$ cat config.mk
export PLATFORM = sky130hd
export DESIGN_NAME = memory_request_queue
export DESIGN_NICKNAME = d
export VERILOG_FILES = /design/src/rtl/memory_request_queue.sv
export SDC_FILE = /design/constraint.sdc
export NUM_CORES = 1
export LEC_CHECK = 0
export BUFFER_PORTS_ARGS = -buffer_cell sky130_fd_sc_hd__buf_2
export CAP_MARGIN = 20
export CORE_MARGIN = 5
export CORE_UTILIZATION = 42
export CTS_CLUSTER_SIZE = 8
export DETAILED_ROUTE_END_ITERATION = 16
export GPL_ROUTABILITY_DRIVEN = 0
export GPL_TIMING_DRIVEN = 0
export SETUP_SLACK_MARGIN = 0.02
export SLEW_MARGIN = 20
export SYNTH_ARGS = -nofsm -noshare
export SYNTH_HDL_FRONTEND = slang
export SYNTH_SLANG_ARGS = --single-unit
$ cat constraint.sdc
create_clock -name clock -period 5.33 [get_ports clock]
set_input_delay 1.066 -clock clock [delete_from_list [all_inputs] [get_ports clock]]
set_output_delay 1.066 -clock clock [all_outputs]
set_load 0.05 [all_outputs]
$ cat src/rtl/memory_request_queue.sv
// Request FIFO that serialises core memory requests onto a single-outstanding
// ap_start/ap_done gateway and returns read data in order over valid/ready.
`timescale 1ns/1ps
module memory_request_queue #(
  parameter int unsigned DEPTH      = 4,
  parameter int unsigned ADDR_WIDTH = 64,
  parameter int unsigned DATA_WIDTH = 16
) (
  input  logic                    clock,
  input  logic                    reset_n,
  input  logic                    req_valid,
  output logic                    req_ready,
  input  logic [ADDR_WIDTH-1:0]   req_addr,
  input  logic [DATA_WIDTH-1:0]   req_wdata,
  input  logic                    req_wen,
  output logic                    resp_valid,
  input  logic                    resp_ready,
  output logic [DATA_WIDTH-1:0]   resp_rdata,
  input  logic [63:0]             base_pointer,
  output logic [63:0]             mem_memory_pointer,
  output logic                    mem_ap_start,
  input  logic                    mem_ap_done,
  input  logic                    mem_ap_idle,
  output logic [ADDR_WIDTH-1:0]   mem_addr,
  output logic [DATA_WIDTH-1:0]   mem_wdata,
  output logic                    mem_wen,
  input  logic [DATA_WIDTH-1:0]   mem_ap_return,
  output logic [$clog2(DEPTH):0]  occupancy,
  output logic                    protocol_error
);

  localparam int unsigned PW    = $clog2(DEPTH);
  localparam int unsigned OCC_W = PW + 1;

  typedef enum logic [1:0] {IDLE, ISSUE, WAIT, RESP} state_t;

  state_t                  state;
  logic [ADDR_WIDTH-1:0]   addr_q  [DEPTH];
  logic [DATA_WIDTH-1:0]   wdata_q [DEPTH];
  logic [DEPTH-1:0]        wen_q;
  logic [PW-1:0]           wr_ptr;
  logic [PW-1:0]           rd_ptr;
  logic                    push;
  logic                    pop;

  assign req_ready          = occupancy < OCC_W'(DEPTH);
  assign push               = req_valid && req_ready;
  assign pop                = (state == WAIT) && mem_ap_done;
  assign mem_memory_pointer = base_pointer;

  // The head entry is presented continuously; it cannot change before the pop.
  assign mem_addr  = addr_q[rd_ptr];
  assign mem_wdata = wdata_q[rd_ptr];
  assign mem_wen   = wen_q[rd_ptr];

  always_ff @(posedge clock or negedge reset_n) begin
    if (!reset_n) begin
      for (int unsigned i = 0; i < DEPTH; i++) begin
        addr_q[i]  <= '0;
        wdata_q[i] <= '0;
      end
      wen_q  <= '0;
      wr_ptr <= '0;
    end else if (push) begin
      addr_q[wr_ptr]  <= req_addr;
      wdata_q[wr_ptr] <= req_wdata;
      wen_q[wr_ptr]   <= req_wen;
      wr_ptr          <= wr_ptr + 1'b1;
    end
  end

  always_ff @(posedge clock or negedge reset_n) begin
    if (!reset_n) begin
      occupancy <= '0;
    end else begin
      case ({push, pop})
        2'b10:   occupancy <= occupancy + 1'b1;
        2'b01:   occupancy <= occupancy - 1'b1;
        default: occupancy <= occupancy;
      endcase
    end
  end

  always_ff @(posedge clock or negedge reset_n) begin
    if (!reset_n) begin
      state          <= IDLE;
      rd_ptr         <= '0;
      mem_ap_start   <= 1'b0;
      resp_valid     <= 1'b0;
      resp_rdata     <= '0;
      protocol_error <= 1'b0;
    end else begin
      if (mem_ap_done && (state != WAIT)) begin
        protocol_error <= 1'b1;
      end
      case (state)
        IDLE: begin
          if ((occupancy != '0) && mem_ap_idle) begin
            state        <= ISSUE;
            mem_ap_start <= 1'b1;
          end
        end
        ISSUE: begin
          state        <= WAIT;
          mem_ap_start <= 1'b0;
        end
        WAIT: begin
          if (mem_ap_done) begin
            rd_ptr <= rd_ptr + 1'b1;
            if (!wen_q[rd_ptr]) begin
              resp_rdata <= mem_ap_return;
              resp_valid <= 1'b1;
              state      <= RESP;
            end else begin
              state <= IDLE;
            end
          end
        end
        RESP: begin
          if (resp_ready) begin
            resp_valid <= 1'b0;
            state      <= IDLE;
          end
        end
        default: state <= IDLE;
      endcase
    end
  end

endmodule

==> run_results.csv <==
group,metric,value,unit
grt,antenna_found_initial,5,
setup_path,crit_slowest_cell,"mux4_2",
floorplan,die_w,202,um
route,ant_nets,0,
cts,cts_tree,"built",
yosys,ys.flop_type,"dfrtp_1",
finish,fin_area,18900,um^2
timing,rsz0062_at_grt,"false",
yosys,yosysTopAreaCell,"dfrtp_1",
floorplan,ios,335,
cts,cts_sinks,352,
placement,hpwl,23500,um
setup_path,timing.rr.end,"occupancy[2]",
floorplan,std_cell_rows,70,
route,drtIter0Drc,261,
finish,areaGrowthSynthToFinish,21.5,%
timing,layout_min_cycle_time,3570,ps
route,vias,8957,
setup_path,cp_cell_sequence,"buf_2 -> buf_2 -> mux4_2 -> buf_2",
route,wl,34700,um
route,dr.pass1.iters,4,
cts,cts_max_path_buffers,3,
grt,grt_pass1_vias,10000,
floorplan,core,36500,um^2
flow_run,cap_violations,0,
cts,cts_buffers,49,
grt,grt_use_total,17.1,%
finish,drive_above_1_share,67.3,%
cts,hold_buffers,0,
setup_path,rrSetupSlack,3320,ps
timing,setup_viol,0,
status,outcome,"completed",
cts,post_cts_buffers,0,
timing,slew_headroom,50.7,%
yosys,syn_nets,1107,
finish,num_antenna_cells,0,
timing,clock.fmax,280,MHz
timing,worstMarginPinSlew,739,ps
cts,htree_levels,2,
yosys,ys_types,29,
finish,utilization,51.6,%
cts,cts_resized,0,
cts,worstSkewPairLatency,560,ps
floorplan,die_area,40900,um^2
floorplan,start_util,42.5,%
yosys,async_flop_share,100,%
yosys,synth_edf_count,0,
route,drc,0,
setup_path,worstRegToRegCells,8,
setup_path,critPathKind,"register to primary output",
grt,grt_overflow,0,
yosys,syn_area_per_cell,16.6,um^2
cts,cts.clk_slew.worst_paths,50,ps
yosys,syn_area,15500,um^2
placement,numPortBuffers,270,
setup_path,cp-end-kind,"primary output",
route,viasPerCell,5.18,
setup_path,cp_common_cell,"buf_2",
yosys,syn_inst,934,
setup_path,critPathLaunchType,"register",
route,wl_per_cell,20.1,um
finish,fin_nets,1432,
setup_path,arrival,2500,ps
grt,grt_max_degree,94,
finish,nFillCells,3163,
grt,grt_pass1_wl,56000,um
yosys,netlist_top_cells_area,"dfrtp_1 (57%), mux2_2 (24%), mux4_2 (12%)",
timing,maxSlewViolCount,0,
yosys,yosys_warnings,0,
setup_path,cpPeakStageDelay,590,ps
setup_path,rr_startpoint,"state[0]",
setup_path,path_max_fanout,10,
cts,cts-root-buf,"clkbuf_16",
timing,skew,13.1,ps
floorplan,die_height,202,um
yosys,seq_area_frac_synth,56.8,%
min_path,hp-class,"primary input to async pin",
yosys,synth-seq-cells,352,
yosys,yosysTopAreaCellShare,56.8,%
timing,fin_crit_sh,66.9,%
setup_path,worstPathRequired,4260,ps
placement,place_area,17600,um^2
timing,final-hold-violation-count,0,
cells in the final DEF (no fill, tap or decap), types with 3 or more instances in the layout:
master,n
nand2_1,7
mux4_2,81
clkbuf_1,7
clkbuf_16,51
buf_4,64
xnor2_1,5
dfrtp_1,352
inv_1,10
o21ai_0,3
buf_2,312
buf_16,4
mux2_2,332
mux2_1,8
ha_1,5
synthesized netlist by cell type, types with 3 or more instances:
library cell	instances
ha_1	5
nand2_1	7
o21ai_0	3
xnor2_1	5
clkbuf_1	7
mux2_1	8
mux4_2	81
inv_1	10
mux2_2	332
buf_2	43
buf_4	64
dfrtp_1	352
worst max-delay path by stage:
stage                     startpoint           end  slack, ps  cells after the start
final                      rd_ptr[0]   mem_addr[9]       1760                      4
after global routing       rd_ptr[0]  mem_addr[33]       1600                      4
after CTS                  rd_ptr[0]  mem_addr[32]       1650                      4
after detailed placement   rd_ptr[0]  mem_addr[32]       2270                      4
after global placement       reset_n   addr_q[218]      -3810                      1
after floorplan            rd_ptr[0]   mem_addr[0]       2730                      3
registers in the layout (all words and copies together) (netlist names):
register and flops:
addr_q 256, mem_ap_start 1, occupancy 3, protocol_error 1
rd_ptr 2, resp_rdata 16, resp_valid 1, state 2
wdata_q 64, wen_q 4, wr_ptr 2
per-layer routing:
layer  part of all wire, %  GRT usage (%)  vias up
met5                  0.18              0        -
met4                   1.7           5.02       10
met3                   6.6           4.89       48
met2                    49           27.9      230
met1                    42           22.5     4675
li1                      -              -     3994
cell type report:
cell class              instances  area (um^2)  area share, %
multi-input cells             456         5930           31.5
clock buffers                  51         1280           6.77
plain buffers                 116          737           3.91
flip-flops and latches        352         8810           46.7
inverters                      10         37.5          0.199
well taps                     468          586           3.11
clock inverters                 1         8.76         0.0464
repair buffers                274         1470           7.80
metrics by stage:
stage               TNS (ps)  instances  hold slack (ps)  worst slack, ps
detailed placement         0       1676              456             2270
global placement    -1321550       1672              453            -3810
global route               0       1728              378             1600
floorplan                  0        934              474             2730
finish                     0       1728              383             1760
CTS                        0       1728              352             1650
logic make-up after synthesis:
family                   share of synthesized area (%)
flip-flops                                        56.8
multiplexers                                      36.4
AO/OA/AOI/OAI                                    0.403
adder cells (fa/ha/maj)                          0.532
AND/OR/NAND/NOR                                  0.516
XOR/XNOR                                         0.339
buffers and inverters                             4.99
critical path: cells and delay by family (launching register included):
kind                   cells  cell delay (ps)
DFF                        1              360
buffers and inverters      3              990
muxes                      1              590
Power is left out: the tool's default activity adds up to more than one toggle a clock period on the data nets, which glitch-free logic cannot reach.
